<file path="src/rtl/shift_exec_stage.sv">
// -----------------------------------------------------------------------------
// shift_exec_stage
//   Registered execute stage in front of a 32-bit combinational barrel shifter.
//   Accepts decoded shift requests over valid/ready and resolves the amount
//   source (immediate or register). It clamps the amount to 0..32 and holds
//   the request in a capture register that drives the shifter. Results go into
//   a small in-order FIFO for writeback.
//
// Ports
//   clk, rst            : single clock, synchronous active-high reset
//   in_valid / in_ready : request handshake from issue
//   in_op               : 00 SLL, 01 SRL, 10 SRA, 11 illegal
//   in_a, in_b, in_imm  : operand, register amount source (bits [5:0]), imm
//   in_use_imm          : 1 selects in_imm, 0 selects in_b[5:0]
//   in_tag              : destination tag carried to the result
//   bs_in/bs_shift/bs_selector -> barrel shifter, bs_out <- barrel shifter
//   out_valid/out_ready : result handshake toward writeback
//   out_data/out_tag/out_err : head-of-FIFO result fields
// -----------------------------------------------------------------------------
module shift_exec_stage #(
  parameter int FIFO_DEPTH = 2
) (
  input  logic        clk,
  input  logic        rst,
  input  logic        in_valid,
  output logic        in_ready,
  input  logic [1:0]  in_op,
  input  logic [31:0] in_a,
  input  logic [31:0] in_b,
  input  logic        in_use_imm,
  input  logic [5:0]  in_imm,
  input  logic [3:0]  in_tag,
  output logic [31:0] bs_in,
  output logic [5:0]  bs_shift,
  output logic [1:0]  bs_selector,
  input  logic [31:0] bs_out,
  output logic        out_valid,
  input  logic        out_ready,
  output logic [31:0] out_data,
  output logic [3:0]  out_tag,
  output logic        out_err
);

  localparam int PW = (FIFO_DEPTH > 1) ? $clog2(FIFO_DEPTH) : 1;
  localparam int CW = PW + 1;
  localparam logic [CW-1:0] DEPTH_C = CW'(FIFO_DEPTH);

  // Capture register
  logic          cap_valid_q, cap_valid_d;
  logic [31:0]   cap_a_q,     cap_a_d;
  logic [5:0]    cap_amt_q,   cap_amt_d;
  logic [1:0]    cap_op_q,    cap_op_d;
  logic [3:0]    cap_tag_q,   cap_tag_d;

  // Result FIFO
  logic [31:0]   fifo_data_q [FIFO_DEPTH];
  logic [31:0]   fifo_data_d [FIFO_DEPTH];
  logic [3:0]    fifo_tag_q  [FIFO_DEPTH];
  logic [3:0]    fifo_tag_d  [FIFO_DEPTH];
  logic          fifo_err_q  [FIFO_DEPTH];
  logic          fifo_err_d  [FIFO_DEPTH];
  logic [PW-1:0] wr_ptr_q, wr_ptr_d;
  logic [PW-1:0] rd_ptr_q, rd_ptr_d;
  logic [CW-1:0] count_q,  count_d;

  logic          pop_s, push_s, full_s, advance_s, accept_s, illegal_s;
  logic [5:0]    raw_amt_s, clamp_amt_s;
  logic [31:0]   result_s;
  logic          unused_b_s;

  // Only the low six bits of the register source carry an amount.
  assign unused_b_s = ^in_b[31:6];

  // Handshake, advance and shifter-drive decode.
  always_comb begin
    full_s    = (count_q == DEPTH_C);
    pop_s     = (count_q != {CW{1'b0}}) && out_ready;
    // A pop frees the slot this cycle, so a full FIFO can still take a push.
    advance_s = cap_valid_q && (!full_s || pop_s);
    push_s    = advance_s;
    in_ready  = !cap_valid_q || advance_s;
    accept_s  = in_valid && in_ready;

    raw_amt_s   = in_use_imm ? in_imm : in_b[5:0];
    // Amounts 33..63 would hit the shifter's pass-through default.
    clamp_amt_s = (raw_amt_s > 6'd32) ? 6'd32 : raw_amt_s;

    illegal_s = (cap_op_q == 2'b11);
    bs_in     = cap_a_q;
    if (cap_valid_q && !illegal_s) begin
      bs_shift    = cap_amt_q;
      bs_selector = cap_op_q;
    end else begin
      bs_shift    = 6'd0;
      bs_selector = 2'b11;
    end
    result_s = illegal_s ? cap_a_q : bs_out;

    out_valid = (count_q != {CW{1'b0}});
    out_data  = fifo_data_q[rd_ptr_q];
    out_tag   = fifo_tag_q[rd_ptr_q];
    out_err   = fifo_err_q[rd_ptr_q];
  end

  // Next-state for capture register and FIFO.
  always_comb begin
    cap_valid_d = cap_valid_q;
    cap_a_d     = cap_a_q;
    cap_amt_d   = cap_amt_q;
    cap_op_d    = cap_op_q;
    cap_tag_d   = cap_tag_q;
    fifo_data_d = fifo_data_q;
    fifo_tag_d  = fifo_tag_q;
    fifo_err_d  = fifo_err_q;
    wr_ptr_d    = wr_ptr_q;
    rd_ptr_d    = rd_ptr_q;

    if (accept_s) begin
      cap_valid_d = 1'b1;
      cap_a_d     = in_a;
      cap_amt_d   = clamp_amt_s;
      cap_op_d    = in_op;
      cap_tag_d   = in_tag;
    end else if (advance_s) begin
      cap_valid_d = 1'b0;
    end else begin
      cap_valid_d = cap_valid_q;
    end

    if (push_s) begin
      fifo_data_d[wr_ptr_q] = result_s;
      fifo_tag_d[wr_ptr_q]  = cap_tag_q;
      fifo_err_d[wr_ptr_q]  = illegal_s;
      wr_ptr_d              = wr_ptr_q + PW'(1);
    end else begin
      wr_ptr_d = wr_ptr_q;
    end

    if (pop_s) begin
      rd_ptr_d = rd_ptr_q + PW'(1);
    end else begin
      rd_ptr_d = rd_ptr_q;
    end

    count_d = count_q + CW'(push_s) - CW'(pop_s);
  end

  // State registers with synchronous reset.
  always_ff @(posedge clk) begin
    if (rst) begin
      cap_valid_q <= 1'b0;
      cap_a_q     <= 32'd0;
      cap_amt_q   <= 6'd0;
      cap_op_q    <= 2'b00;
      cap_tag_q   <= 4'd0;
      for (int i = 0; i < FIFO_DEPTH; i++) begin
        fifo_data_q[i] <= 32'd0;
        fifo_tag_q[i]  <= 4'd0;
        fifo_err_q[i]  <= 1'b0;
      end
      wr_ptr_q <= {PW{1'b0}};
      rd_ptr_q <= {PW{1'b0}};
      count_q  <= {CW{1'b0}};
    end else begin
      cap_valid_q <= cap_valid_d;
      cap_a_q     <= cap_a_d;
      cap_amt_q   <= cap_amt_d;
      cap_op_q    <= cap_op_d;
      cap_tag_q   <= cap_tag_d;
      fifo_data_q <= fifo_data_d;
      fifo_tag_q  <= fifo_tag_d;
      fifo_err_q  <= fifo_err_d;
      wr_ptr_q    <= wr_ptr_d;
      rd_ptr_q    <= rd_ptr_d;
      count_q     <= count_d;
    end
  end

endmodule

</file>
<file path="config.mk">
export PLATFORM = sky130hd
export DESIGN_NAME = shift_exec_stage
export DESIGN_NICKNAME = d
export VERILOG_FILES = /design/src/rtl/shift_exec_stage.sv
export SDC_FILE = /design/constraint.sdc
export NUM_CORES = 1
export LEC_CHECK = 0
export CAP_MARGIN = 20
export CORE_ASPECT_RATIO = 0.6
export CORE_MARGIN = 4
export CORE_UTILIZATION = 35
export CTS_BUF_LIST = sky130_fd_sc_hd__clkbuf_8
export DETAILED_ROUTE_END_ITERATION = 6
export GPL_TIMING_DRIVEN = 0
export PLACE_DENSITY = 0.67
export SYNTH_ARGS = -nofsm -noshare
export SYNTH_HDL_FRONTEND = slang
export SYNTH_SLANG_ARGS = --single-unit
export TNS_END_PERCENT = 10
</file>
<file path="constraint.sdc">
create_clock -name clk -period 2.42 [get_ports clk]
set_input_delay 0.484 -clock clk [delete_from_list [all_inputs] [get_ports clk]]
set_output_delay 0.484 -clock clk [all_outputs]
set_load 0.01 [all_outputs]
</file>
==> summary.md <==
| Metric | Value |
|---|---|
| Crit-path slowest cell | clkdlybuf4s50_1 |
| Setup Crit Path Kind | flop to output pin |
| Delay-heaviest family, CP | buffers and inverters |
| Synth cell types | 30 |
| Hold path startpoint | cap_tag_q[0] |
| Origin of the critical flop-to-flop path | cap_op_q[0] |
| Initial antenna violation count | 0 |
| Synthesis-to-finish area growth | 43.12% |
| Highest cell delay on the worst timing path | slightly below 500 ps |
| Antenna cells | 0 |
| Synth top area share | 44.19% |
| DRT Pass-1 Iters | 5 |
| Setup tns final | 0 ps |
| DR iter-0 viols | about 400 |
| CP startpoint | rd_ptr_q |
| Max H-tree Level | 4 |
| Worst-Margin Slew | between 800 and 900 ps |
| Worst EP required | 1940 ps |
| Avg Cell Area, Syn | 9.540 µm² |
| Fillcell total | between 1000 and 1500 |
| Crit-path cells | buf_4, mux2_2, clkdlybuf4s50_1 |
| Clock Latency Late Sink | ~430 ps |
| Core ar. | 0.01546 mm² |
| Crit Path Max Fanout | 10 |
| RR Endpoint | fifo_data_q[63] |
| Clock-pin slew on the worst setup and hold paths | 70 ps |
| I/O pin count | 192 |
| Power per cell area | 678.9 mW/mm² |
| PnR worst setup slack | 52.43 ps |
| Max IR drop VDD | roughly 0.00034 V |
| LEAKAGE | 3.248 nW |
| Cts hold-fix bufs | 0 |
| Final clock skew | 10.03 ps |
| Clock buffer depth | 2 |
| CTS Root Cell | clkbuf_8 |
| TritonCTS clock tree | built |
| DRC | 0 |
| WL per Instance | 20.35 µm |
| R2R Setup Slk | 250 ps |
| Die Area | 0.01807 mm² |
| # Max-Cap Violations | 0 |
| Site row count | 35 |
| Die height | between 100 and 150 µm |
| HP Class | flop to flop |
| Highest clock rate | 422.4 MHz |
| Asr flop ratio synth | 0% |
| Final setup fails | 0 |
| Largest net degree at the start of global routing | 17 |
| Initial Utilization | 36.04% |
| Mapped cell area | 0.005572 mm² |
| Share of cells above drive strength 1 | 15.90% |
| RSZ-0062 raised after global routing | no |
| Slew HR | 44.44% |
| Chip Width | between 150 and 200 µm |
| Global-route wire length before repair | a little over 30000 µm |
| Syn. warnings | 0 |
| Largest cells by area after synthesis | dfxtp_1 (44%), a21oi_1 (9.9%), mux2_2 (8.7%) |
| Top-count cell post-synth | dfxtp_1 |
| Post-DP HPWL | 14970 µm |
| Worst EP arrival | 1880 ps |
| Final Max Slew Viols | 0 |
| Antenna-violating nets left | 0 |
| Fin crit share | 97.83% |
| Largest area contributor in the netlist | dfxtp_1 |
| Status | completed |
| Syn Nets | between 600 and 700 |
| Fin nets | a little under 900 |
| Number of synthesized register bits | between 100 and 150 |
| I/O Buffers | 162 |
| Crit path capture type | output pin |
| Register area share after synthesis | 44.19% |
| Vias in the first global route | 5508 |
| Most instantiated cells after synthesis | dfxtp_1 (123), a21oi_1 (110), a211oi_1 (46), o21ai_0 (45), mux2i_1 (44) |
| Worst setup SP type | flop |
| Total wire length | about 20000 µm |
| Total gr overflow | 0 |
| Reg2reg path depth | 4 |
| Crit path buf inv count | 2 |
| GRT Util Overall | 21.79% |
| Critical Path End | out_data[9] |
| EDFF count, synth | 0 |
| Routed vias/inst | 5.489 |
| Cts bufs inserted | 17 |
| Routability cong. | 0.8331 |
| CTS Sinks | 123 |
| Worst path depth | 3 |
| Vias | 5396 |
| Main flop type after synthesis | dfxtp_1 |
| Post-synthesis instance total | 584 |
| Final hold vios | 0 |
| Post-place setup slack | -527.7 ps |
| Post-layout minimum cycle time | about 2400 ps |
worst min-delay path by stage:
stage,to,cells past startpoint
after global placement,cap_amt_q[2],2
after detailed placement,fifo_tag_q[6],2
after CTS,fifo_tag_q[6],2
after floorplan,cap_amt_q[0],2
final,cap_tag_q[0],2
after global routing,fifo_tag_q[6],2
area by class of cell:
class	count	area (µm²)	area share [%]
buffer	64	340.3	4.268
clock buffer	21	289.0	3.625
clock inverter	10	171.4	2.150
inverter	2	11.26	0.1412
multi-input combinational	393	2795	35.05
sequential	123	2464	30.90
tap	203	254.0	3.185
timing repair buffer	167	1649	20.68
logic make-up (layout without fill, tap and decap cells):
| logic type | count (synthesis) | after routing | share of synthesized area (%) |
|---|---|---|---|
| compound gates | 222 | 222 | 24.64 |
| xor+xnor | 1 | 1 | 0.1572 |
| fa+ha+maj | 1 | 1 | 0.2245 |
| buf+inv | 68 | 264 | 5.749 |
| flops | 123 | 123 | 44.19 |
| mux | 87 | 87 | 16.60 |
| simple gates | 82 | 82 | 8.444 |
state kept, by name, summed over array words and instances (netlist names):
signal       flops
fifo_data_q     64
bs_in           32
fifo_tag_q       8
cap_amt_q        6
cap_tag_q        4
cap_op_q         2
count_q          2
fifo_err_q       2
cap_valid_q      1
rd_ptr_q         1
wr_ptr_q         1
power by group:
group          switching (mW)  internal [mW]
Sequential             0.0846           2.14
Combinational           0.520          0.553
Clock                   0.795           1.32
metrics by stage:
step | hold WS, ps | utilization [%] | area, µm² | cells | total power, mW
2_1_floorplan | 445.3 | - | 5572 | 584 | 2.790
3_3_place_gp | 454.5 | 48.17 | 7447 | 949 | 3.296
3_5_place_dp | 466.0 | 48.17 | 7447 | 949 | 3.321
4_1_cts | 478.6 | 51.40 | 7945 | 982 | 5.436
5_1_grt | 501.0 | 51.58 | 7974 | 983 | 5.621
6_report | 478.1 | 51.58 | 7974 | 983 | 5.414
layout by cell type (no fill, tap or decap), drive strengths merged, types with 6 or more instances in the layout:
master	synthesis	final
a211oi	64	64
a21oi	110	110
and3	6	6
buf	26	32
clkbuf	40	58
clkdlybuf4s50	0	133
dfxtp	123	123
dlygate4sd2	0	22
dlymetal6s2s	0	7
mux2	43	43
mux2i	44	44
nand2b	17	17
nand3	38	38
o21ai	45	45
routing by layer:
layer	share of wire [%]	up-vias	GRT usage [%]	routed length [µm]
li1	-	2531	-	-
met1	47	2617	30.80	9480
met2	43	222	31.93	8669
met3	7.7	26	6.784	1550
met4	1.5	0	6.162	307
met5	0	-	0	0
repair_timing:
| action | in CTS | in global routing |
|---|---|---|
| gates resized for setup | 37 | 11 |
| setup buffers | 4 | 1 |
| pin swaps | 1 | 0 |
| setup endpoints to repair | 44 | 20 |
worst register-to-register path: stages, from the launching register on:
cell,delay [ps]
dfxtp_1,340
nand2_2,230
clkbuf_1,670
mux2i_1,620
a211oi_1,160
(Power assumes the default switching activity.)
==> RTL change (config.mk and constraints unchanged) <==
Change the parameter `FIFO_DEPTH` from 2 to 1.
--- a/src/rtl/shift_exec_stage.sv
+++ b/src/rtl/shift_exec_stage.sv
@@ -18,7 +18,7 @@
 //   out_data/out_tag/out_err : head-of-FIFO result fields
 // -----------------------------------------------------------------------------
 module shift_exec_stage #(
-  parameter int FIFO_DEPTH = 2
+  parameter int FIFO_DEPTH = 1
 ) (
   input  logic        clk,
   input  logic        rst,
Function: changed (Yosys sat finds a counterexample within 4 cycles, from zero or initial values and one cycle with rst high).
==> RTL change against the unedited design <==
Design area decreased by 26%. Clock skew grew 0.0012 ns. Core utilization grew 3.5 points. Combinational power is 8% higher. Synthesized area is 30% lower. Cell count is 22% lower. Global-route usage up 0.30 points. Power is 29% lower. Non-clock buffer count is 17 lower. Setup slack improved by 0.044 ns. Count of clock-buffer cells in the layout decreased by 11. Wire length fell by 26%. Sequential cell count down 38. Critical path type unchanged. Critical endpoint is now bs_selector[1].
==> RTL change: results (changes against the unedited design) <==
Final Skew=0.0112 ns (+0.00120 ns); fill count=992 (-29%); Critical Path Source=cap_op_q[1]$_SDFFE_PP0P_; Clock Latency Late Sink=0.36 ns (-0.07 ns); number of global-route vias before repair=3921 (-29%); Global Route met1 Usage=31.9% (+1.1 points); routed wl met2=6070 um (-30%); largest net degree at the start of global routing=15 (-2); cell count after placement=751 (-21%); Power Clock=1020 uW (-52%); share of cells above drive strength 1=13.2% (-2.7 points); Post-synth top cells=dfxtp_1 (85), nand3_1 (73), a21oi_1 (56), o21ai_0 (44); Worst Path Arrival=1.84 ns (-0.04 ns); overall routing resource usage=22.1% (+0.30 points); Hold WS=0.479 ns (+0.000643 ns); Setup Buffers After CTS=0 (-4); worst stage delay on the critical path=0.54 ns (+0.05 ns); met3 usage=6.93% (+0.15 points); die footprint=0.0129 sq mm (-29%); register-to-register setup slack=0.28 ns (+0.03 ns); met2 usage=32.7% (+0.77 points); Starting DRT DRC Count=338 (-16%); post-layout min period=2.32 ns (-0.0444 ns); WL final=14700 um (-26%); Reg clk slew, reported paths=0.09 ns (+0.02 ns); hold path start=cap_amt_q[3]$_SDFFE_PP0P_; RR Startpoint=count_q[0]$_SDFF_PP0_; post-DP HPWL=11500 um (-23%); Area contributors post-synth=dfxtp_1 (44%), nand3_1 (9.4%), a311oi_1 (7.4%); outcome=completed; htree depth=3 (-1); Avg Cell Area, Syn=8.66 sq um (-9.3%); VDD IR max=0.303 mV (-9.9%); met3 WL=1580 um (+2.1%); Nets=737 (-16%); pre-CTS setup slack=-0.323 ns (+0.205 ns); first-pass GRT wire length=21600 um (-30%); net count after synthesis=564 (-19%); DP Area=0.00569 sq mm (-24%); P_seq=1650 uW (-26%); vias per cell=5.46 (-0.45%); Pleak=0.00215 uW (-34%)
-- RTL change: cell families (layout without fill, tap and decap cells) --
group | after synthesis | after routing | share of synthesized area, %
muxes | 8 | 8 | 2.25
DFF | 85 | 85 | 43.8
xor gates and xnor gates | 1 | 1 | 0.225
and+or+nand+nor | 136 | 136 | 18.1
adders and majority gates | 2 | 2 | 0.644
buffers and inverters | 56 | 234 | 8.44
AOI/OAI and AO/OA | 161 | 161 | 26.5
-- RTL change: cell type report --
cell class	count	share of cell area (%)
plain buffers	51	5.28
clock inverters	6	1.06
clock buffers	10	2.33
repair buffers	163	27.7
flip-flops and latches	85	28.8
inverters	4	0.255
multi-input cells	308	31.6
well taps	139	2.95
-- RTL change: worst paths after layout --
path                                    end  depth (start not counted)
setup / recovery             bs_selector[1]                          4
hold / removal    cap_amt_q[3]$_SDFFE_PP0P_                          2
setup reg to reg      count_q[1]$_SDFF_PP0_                         10
hold reg to reg   cap_amt_q[3]$_SDFFE_PP0P_                          2
